===== src/rtl/doc_safety_payload_compare_pkg.sv =====
// Shared types, defaults and the speed-tolerance helper for the FPGA/HPS safety payload cross-compare.
package doc_safety_payload_compare_pkg;

  typedef logic [15:0] t_speed;
  typedef logic [7:0]  t_seq;

  typedef struct packed {
    t_speed speed_rpm;
    logic   overspeed;
    t_seq   seq;
  } t_safety_payload;

  typedef enum logic [2:0] {
    NONE      = 3'd0,
    SPEED     = 3'd1,
    OVERSPEED = 3'd2,
    SEQ       = 3'd3,
    TIMEOUT   = 3'd4,
    DUP_FPGA  = 3'd5,
    DUP_HPS   = 3'd6
  } t_cmp_fault;

  typedef enum logic [2:0] {
    ST_IDLE      = 3'd0,
    ST_WAIT_HPS  = 3'd1,
    ST_WAIT_FPGA = 3'd2,
    ST_COMPARE   = 3'd3,
    ST_FAULT     = 3'd4
  } t_cmp_state;

  localparam int DEF_SPEED_TOL      = 16;
  localparam int DEF_TIMEOUT_CYCLES = 50000;
  localparam int DEF_MAX_MISMATCH   = 3;

  localparam int SPEED_DW = $bits(t_speed) + 1;

  // One extra bit on the difference keeps the full unsigned range representable.
  function automatic logic speed_in_tol(input t_speed a, input t_speed b, input int unsigned tol);
    logic signed [SPEED_DW-1:0] delta;
    logic [SPEED_DW-1:0]        mag;
    delta = $signed({1'b0, a}) - $signed({1'b0, b});
    mag   = delta[SPEED_DW-1] ? $unsigned(-delta) : $unsigned(delta);
    return 32'(mag) <= tol;
  endfunction

endpackage


===== src/rtl/doc_safety_payload_compare_if.sv =====
// Payload strobes in, compare verdict and diagnostic status out.
interface doc_safety_payload_compare_if;
  import doc_safety_payload_compare_pkg::*;

  logic            generate_pulse;
  t_safety_payload fpga_payload;
  t_safety_payload hps_payload;
  logic            hps_valid;

  logic            compare_ok;
  logic            compare_fail;
  t_cmp_fault      fault_code;
  logic [3:0]      consec_mismatch;
  logic [15:0]     total_mismatch;
  logic            safe_state;

  modport master (
    output generate_pulse, fpga_payload, hps_payload, hps_valid,
    input  compare_ok, compare_fail, fault_code, consec_mismatch, total_mismatch, safe_state
  );

  modport slave (
    input  generate_pulse, fpga_payload, hps_payload, hps_valid,
    output compare_ok, compare_fail, fault_code, consec_mismatch, total_mismatch, safe_state
  );
endinterface


===== src/rtl/doc_safety_payload_compare_timeout.sv =====
// Loadable down-counter that parks at zero; expired flags the zero count.
module doc_safety_cmp_timeout #(
  parameter int WIDTH = 16
) (
  input  logic             clk,
  input  logic             reset_n,
  input  logic             clear,
  input  logic             load,
  input  logic [WIDTH-1:0] load_value,
  input  logic             enable,
  output logic             expired
);

  logic [WIDTH-1:0] count;

  always_ff @(posedge clk or negedge reset_n) begin
    if (!reset_n) begin
      count <= '0;
    end else if (clear) begin
      count <= '0;
    end else if (load) begin
      count <= load_value;
    end else if (enable && (count != '0)) begin
      count <= count - WIDTH'(1);
    end
  end

  assign expired = (count == '0);

endmodule


===== src/rtl/doc_safety_payload_compare.sv =====
// Pairs FPGA and HPS safety payloads, cross-compares them and latches safe state after repeated faults.
// Define DOC_SAFETY_SEQ_CHECK_EN to make a sequence-number disagreement a fault.
module doc_safety_payload_compare
  import doc_safety_payload_compare_pkg::*;
#(
  parameter int SPEED_TOL      = DEF_SPEED_TOL,
  parameter int TIMEOUT_CYCLES = DEF_TIMEOUT_CYCLES,
  parameter int MAX_MISMATCH   = DEF_MAX_MISMATCH
) (
  input logic                          clk,
  input logic                          reset_n,
  input logic                          reset_safety_n,
  doc_safety_payload_compare_if.slave  bus
);

  localparam int                TMR_W    = $clog2(TIMEOUT_CYCLES + 1);
  localparam logic [TMR_W-1:0]  TMR_LOAD = TMR_W'(TIMEOUT_CYCLES - 1);
  localparam logic [3:0]        LIMIT    = 4'(MAX_MISMATCH);
`ifdef DOC_SAFETY_SEQ_CHECK_EN
  localparam logic SEQ_CHECK = 1'b1;
`else
  localparam logic SEQ_CHECK = 1'b0;
`endif

  // States: IDLE no pair open | WAIT_HPS fpga held | WAIT_FPGA hps held | COMPARE verdict | FAULT latched
  t_cmp_state      state, nxt, arrive_nxt;
  logic            fpga_new;
  t_safety_payload fpga_q, hps_q;
  logic            ok_q, fail_q, safe_q;
  t_cmp_fault      code_q, ev_code, cmp_code;
  logic [3:0]      consec_q, consec_inc;
  logic [15:0]     total_q;
  logic            ev_ok, ev_fault, arrive_load, tmr_load, tmr_enable, tmr_expired;

  always_comb begin
    cmp_code = NONE;
    if (SEQ_CHECK && (fpga_q.seq != hps_q.seq)) begin
      cmp_code = SEQ;
    end else if (fpga_q.overspeed != hps_q.overspeed) begin
      cmp_code = OVERSPEED;
    end else if (!speed_in_tol(fpga_q.speed_rpm, hps_q.speed_rpm, SPEED_TOL)) begin
      cmp_code = SPEED;
    end
  end

  always_comb begin
    nxt         = state;
    ev_ok       = 1'b0;
    ev_fault    = 1'b0;
    ev_code     = NONE;
    tmr_load    = 1'b0;
    arrive_nxt  = ST_IDLE;
    arrive_load = 1'b0;
    case ({fpga_new, bus.hps_valid})
      2'b10:   begin arrive_nxt = ST_WAIT_HPS;  arrive_load = 1'b1; end
      2'b01:   begin arrive_nxt = ST_WAIT_FPGA; arrive_load = 1'b1; end
      2'b11:   arrive_nxt = ST_COMPARE;
      default: arrive_nxt = ST_IDLE;
    endcase
    case (state)
      ST_IDLE: begin
        nxt      = arrive_nxt;
        tmr_load = arrive_load;
      end
      ST_WAIT_HPS: begin
        if (bus.hps_valid) begin
          nxt = ST_COMPARE;
        end else if (fpga_new) begin
          ev_fault = 1'b1; ev_code = DUP_FPGA; tmr_load = 1'b1;
        end else if (tmr_expired) begin
          ev_fault = 1'b1; ev_code = TIMEOUT; nxt = ST_IDLE;
        end
      end
      ST_WAIT_FPGA: begin
        if (fpga_new) begin
          nxt = ST_COMPARE;
        end else if (bus.hps_valid) begin
          ev_fault = 1'b1; ev_code = DUP_HPS; tmr_load = 1'b1;
        end else if (tmr_expired) begin
          ev_fault = 1'b1; ev_code = TIMEOUT; nxt = ST_IDLE;
        end
      end
      ST_COMPARE: begin
        if (cmp_code == NONE) begin
          ev_ok = 1'b1;
        end else begin
          ev_fault = 1'b1; ev_code = cmp_code;
        end
        nxt      = arrive_nxt;
        tmr_load = arrive_load;
      end
      default: nxt = ST_FAULT;
    endcase
    consec_inc = (consec_q == 4'hF) ? 4'hF : consec_q + 4'd1;
    if (ev_fault && (consec_inc >= LIMIT)) begin
      nxt      = ST_FAULT;
      tmr_load = 1'b0;
    end
  end

  assign tmr_enable = (state == ST_WAIT_HPS) || (state == ST_WAIT_FPGA);

  doc_safety_cmp_timeout #(.WIDTH(TMR_W)) u_timeout (
    .clk        (clk),
    .reset_n    (reset_n),
    .clear      (!reset_safety_n),
    .load       (tmr_load),
    .load_value (TMR_LOAD),
    .enable     (tmr_enable),
    .expired    (tmr_expired)
  );

  always_ff @(posedge clk or negedge reset_n) begin
    if (!reset_n) begin
      state <= ST_IDLE; fpga_new <= 1'b0; fpga_q <= '0; hps_q <= '0;
      ok_q <= 1'b0; fail_q <= 1'b0; safe_q <= 1'b0; code_q <= NONE;
      consec_q <= '0; total_q <= '0;
    end else if (!reset_safety_n) begin
      state <= ST_IDLE; fpga_new <= 1'b0; fpga_q <= '0; hps_q <= '0;
      ok_q <= 1'b0; fail_q <= 1'b0; safe_q <= 1'b0; code_q <= NONE;
      consec_q <= '0; total_q <= '0;
    end else begin
      fpga_new <= bus.generate_pulse;
      if (fpga_new)      fpga_q <= bus.fpga_payload;
      if (bus.hps_valid) hps_q  <= bus.hps_payload;
      state  <= nxt;
      ok_q   <= ev_ok;
      fail_q <= ev_fault;
      safe_q <= (nxt == ST_FAULT);
      if (ev_fault) begin
        code_q   <= ev_code;
        consec_q <= consec_inc;
        total_q  <= (total_q == 16'hFFFF) ? total_q : total_q + 16'd1;
      end else if (ev_ok) begin
        consec_q <= '0;
      end
    end
  end

  assign bus.compare_ok      = ok_q;
  assign bus.compare_fail    = fail_q;
  assign bus.fault_code      = code_q;
  assign bus.consec_mismatch = consec_q;
  assign bus.total_mismatch  = total_q;
  assign bus.safe_state      = safe_q;

endmodule

===== src/flat_wrapper.sv =====
// flat-port wrapper written by rule: the top's interface ports become plain ports
module doc_safety_payload_compare_flat import doc_safety_payload_compare_pkg::*;
#(
  parameter int SPEED_TOL      = DEF_SPEED_TOL,
  parameter int TIMEOUT_CYCLES = DEF_TIMEOUT_CYCLES,
  parameter int MAX_MISMATCH   = DEF_MAX_MISMATCH
)
  (clk, reset_n, reset_safety_n, bus_generate_pulse, bus_fpga_payload, bus_hps_payload, bus_hps_valid, bus_compare_ok, bus_compare_fail, bus_fault_code, bus_consec_mismatch, bus_total_mismatch, bus_safe_state);
  doc_safety_payload_compare_if bus_i ();
  input logic clk;
  input logic reset_n;
  input logic reset_safety_n;
  input wire logic [$bits(bus_i.generate_pulse)-1:0] bus_generate_pulse;
  input wire logic [$bits(bus_i.fpga_payload)-1:0] bus_fpga_payload;
  input wire logic [$bits(bus_i.hps_payload)-1:0] bus_hps_payload;
  input wire logic [$bits(bus_i.hps_valid)-1:0] bus_hps_valid;
  output wire logic [$bits(bus_i.compare_ok)-1:0] bus_compare_ok;
  output wire logic [$bits(bus_i.compare_fail)-1:0] bus_compare_fail;
  output wire logic [$bits(bus_i.fault_code)-1:0] bus_fault_code;
  output wire logic [$bits(bus_i.consec_mismatch)-1:0] bus_consec_mismatch;
  output wire logic [$bits(bus_i.total_mismatch)-1:0] bus_total_mismatch;
  output wire logic [$bits(bus_i.safe_state)-1:0] bus_safe_state;
  assign bus_i.generate_pulse = bus_generate_pulse;
  assign bus_i.fpga_payload = bus_fpga_payload;
  assign bus_i.hps_payload = bus_hps_payload;
  assign bus_i.hps_valid = bus_hps_valid;
  assign bus_compare_ok = bus_i.compare_ok;
  assign bus_compare_fail = bus_i.compare_fail;
  assign bus_fault_code = bus_i.fault_code;
  assign bus_consec_mismatch = bus_i.consec_mismatch;
  assign bus_total_mismatch = bus_i.total_mismatch;
  assign bus_safe_state = bus_i.safe_state;
  doc_safety_payload_compare #(.SPEED_TOL(SPEED_TOL), .TIMEOUT_CYCLES(TIMEOUT_CYCLES), .MAX_MISMATCH(MAX_MISMATCH)) u_core (.clk(clk), .reset_n(reset_n), .reset_safety_n(reset_safety_n), .bus(bus_i));
endmodule

===== config.mk =====
export PLATFORM = sky130hd
export DESIGN_NAME = doc_safety_payload_compare_flat
export DESIGN_NICKNAME = d
export VERILOG_FILES = /design/src/rtl/doc_safety_payload_compare_pkg.sv /design/src/rtl/doc_safety_payload_compare_if.sv /design/src/rtl/doc_safety_payload_compare_timeout.sv /design/src/rtl/doc_safety_payload_compare.sv /design/src/flat_wrapper.sv
export SDC_FILE = /design/constraint.sdc
export NUM_CORES = 1
export LEC_CHECK = 0
export CAP_MARGIN = 20
export CELL_PAD_IN_SITES_DETAIL_PLACEMENT = 0
export CELL_PAD_IN_SITES_GLOBAL_PLACEMENT = 2
export CORE_AREA = 2 2 125 127
export DETAILED_ROUTE_END_ITERATION = 16
export DIE_AREA = 0 0 127 129
export MAX_ROUTING_LAYER = met4
export PLACE_DENSITY = 0.88
export SLEW_MARGIN = 10
export SYNTH_ARGS = -nofsm -noshare
export SYNTH_HDL_FRONTEND = slang
export SYNTH_SLANG_ARGS = --single-unit
export TNS_END_PERCENT = 20

===== constraint.sdc =====
create_clock -name clk -period 9.97 [get_ports clk]
set_input_delay 0.997 -clock clk [delete_from_list [all_inputs] [get_ports clk]]
set_output_delay 0.997 -clock clk [all_outputs]
set_load 0.005 [all_outputs]

==> run metrics <==
status finished, final reports clean; minimum clock period 4.962 ns; Final Instance Area 0.006409 mm^2; Die Ht 129 um; CP max FO 17; largest net degree at the start of global routing 81; area delta synth->final 20.69%; final core utilization 0.4279; CTS tree yes; Post-synth top flop dfrtp_1; nets@finish 716; warning count from the yosys run 0; die area 0.01638 mm^2; ys async rst share 1.000; Detailed Routing Iterations Pass 1 4; Max Freq 201.5 MHz; RSZ-0062 raised after global routing false; GR Overflow Total 0; Mapped Area 0.005310 mm^2; CTS sink count 80; clk slew on worst S/H paths 0.06 ns; DRT iter0 DRCs 291; Post-DP HPWL 9.913 mm; Clock Skew 0.01178 ns; worst setup margin 5.008 ns; drt wl/cell 16.49 um; Final TNS setup 0 ns; commonest non-fill, non-tap cells in the layout nor2_1 (81), dfrtp_1 (80), clkdlybuf4s50_1 (63); TritonCTS buffer count 9; Register Area 0.002002 mm^2; routed wire length 13.67 mm; critical path launch point type register; H-tree depth 3; max cap viols 0; total core area 0.01498 mm^2; Post-Syn Instances 579; pre-CTS setup slack 5.027 ns; Synth area leader dfrtp_1; Slew Limit Fails 0; unique cell type count in the Yosys netlist 71; filler instances 1,469; Die X 127 um; DRC 0; Arr. time, crit path 5.17 ns; Cell Pwr Density 155.1 mW/mm^2; via/cell ratio 5.400; maximum VDD drop 0.00008026 V; highest cell delay on the worst timing path 0.48 ns; GP Congestion 0.8535; Worst Path Required 10.18 ns; Worst Hold Depth 2; Initial Utilization 0.3546; static leakage 2.770 nW; worst min path class reg2reg; fin crit share 0.4977; ANT nets after route 0; commonest non-fill, non-tap cell in the layout nor2_1; global-route wire length before repair 22.96 mm; initial antenna violation count 0; slowest cell on the critical path nand4_1; CP endpoint kind register; sequential area share after synthesis 0.3770; number of flops mapped to enable cells by yosys 0; Worst Reg-to-Reg Cells 16; crit path kind reg2reg; share of layout cells above drive strength 1 0.08268; placement-stage cell area 0.006093 mm^2; Yosys top cell area share 0.3770; cells along the critical path inv_1 -> ha_1 -> inv_1 -> fa_1 -> a21o_1 -> a221oi_4 -> xnor2_1 -> a2111oi_4 -> nand4_1 -> nand3b_4 -> o31a_2 -> o32ai_2 -> nand4_1 -> nand2_2 -> mux2i_1 -> nor2_1; worst slew pin tran 0.8705 ns; GRT Util Overall 0.1803; max_slew headroom 0.4135; clock root cell clkbuf_16; Diodes inserted 0; Ports 81; count of final setup violators 0; Synthesized Nets 658; Avg Cell Area, Syn 9.171 um^2; Area contributors post-synth dfrtp_1 (38%), mux2i_1 (7.4%), nor2_1 (5.7%); port bufs 64; multi-input logic area 0.003075 mm^2; Fin. Hold Viols 0; CTS Buffer Depth 2; Clk Latency, worst-skew pair 0.34 ns; Rows 45; Post-CTS Resized 0; number of synthesized register bits 80; vias in the first global route 4,528; Post CTS Setup Buffer Count 0; total power draw 0.9940 mW; hold_buf cts 0; total number of vias 4,477
## final cells by class
cell class | instances | area share
well taps | 188 | 0.03670
inverters | 30 | 0.01757
repair buffers | 69 | 0.1086
clock inverters | 5 | 0.009176
flip-flops and latches | 80 | 0.3124
clock buffers | 10 | 0.03573
multi-input cells | 447 | 0.4799
## worst paths after layout
| kind | start | end | slack [ns] |
|---|---|---|---|
| min reg2reg | u_core.bus.fault_code[1] | u_core.bus.fault_code[1] | 0.51 |
| max in group asynchronous | reset_n | u_core.bus.total_mismatch[12] | 8.80 |
| min | u_core.bus.fault_code[1] | u_core.bus.fault_code[1] | 0.51 |
| min in group asynchronous | reset_n | u_core.bus.fault_code[2] | 0.57 |
| max | u_core.fpga_q[9] | u_core.bus.total_mismatch[1] | 5.01 |
| max reg2reg | u_core.fpga_q[9] | u_core.bus.total_mismatch[1] | 5.01 |
## report_power, final
group          switching, mW  leakage [nW]  internal (mW)
registers             0.0161          1.08          0.345
clock network          0.136         0.135          0.193
logic                  0.181          1.55          0.124
## registers in the layout, summed over array words and instances, names as in the netlist
register	flops
u_core.bus.compare_fail	1
u_core.bus.compare_ok	1
u_core.bus.consec_mismatch	4
u_core.bus.fault_code	3
u_core.bus.safe_state	1
u_core.bus.total_mismatch	16
u_core.fpga_new	1
u_core.fpga_q	17
u_core.hps_q	17
u_core.state	3
u_core.u_timeout.count	16
## cells by family after synthesis
group | share of synthesized area
buf+inv | 0.04382
compound gates | 0.1805
flops | 0.3770
xor+xnor | 0.05608
simple gates | 0.2090
mux | 0.07564
fa+ha+maj | 0.05797
## cells in the mapped netlist, drive strengths merged, types with 2 or more instances
library cell	count
o21bai	2
o211ai	8
nor2b	3
a2bb2oi	2
o31ai	9
dfrtp	80
a211o	2
and3	16
nor2	82
nand4	9
or4	7
xnor2	18
a21o	6
o221ai	2
o221a	2
nand2b	10
and2	4
mux2i	39
nand3b	3
nand3	17
o2111ai	2
o21a	7
nand2	38
xor2	16
o211a	3
a32oi	3
a221oi	2
a211oi	7
clkbuf	12
or2	5
a21oi	35
a31oi	9
o21ai	21
buf	10
nor4	8
and4	2
inv	30
ha	23
nor3	10
## critical path, delay by kind of cell (launching register included)
kind                     cells  cell delay [ns]
flip-flops                   1             0.37
adder cells (fa/ha/maj)      2             0.54
XOR/XNOR                     1             0.22
AO/OA/AOI/OAI                5             1.75
buffers and inverters        2             0.11
multiplexers                 1             0.22
AND/OR/NAND/NOR              5             1.61
## metal layers
layer	track usage	vias to the layer above	part of all wire	wire [um]
met2	0.2783	83	0.47	6362
li1	-	2198	-	-
met5	-	-	0	0
met1	0.2400	2179	0.48	6615
met3	0.02661	17	0.032	441
met4	0.07046	0	0.018	252
## metrics by stage
| stage | hold WS [ns] | instances |
|---|---|---|
| detailed placement | 0.5014 | 813 |
| floorplan | 0.4863 | 579 |
| finish | 0.5074 | 829 |
| global route | 0.5435 | 829 |
| global placement | 0.4964 | 813 |
| CTS | 0.5142 | 828 |
No activity file was read; power rests on OpenSTA's default activity.
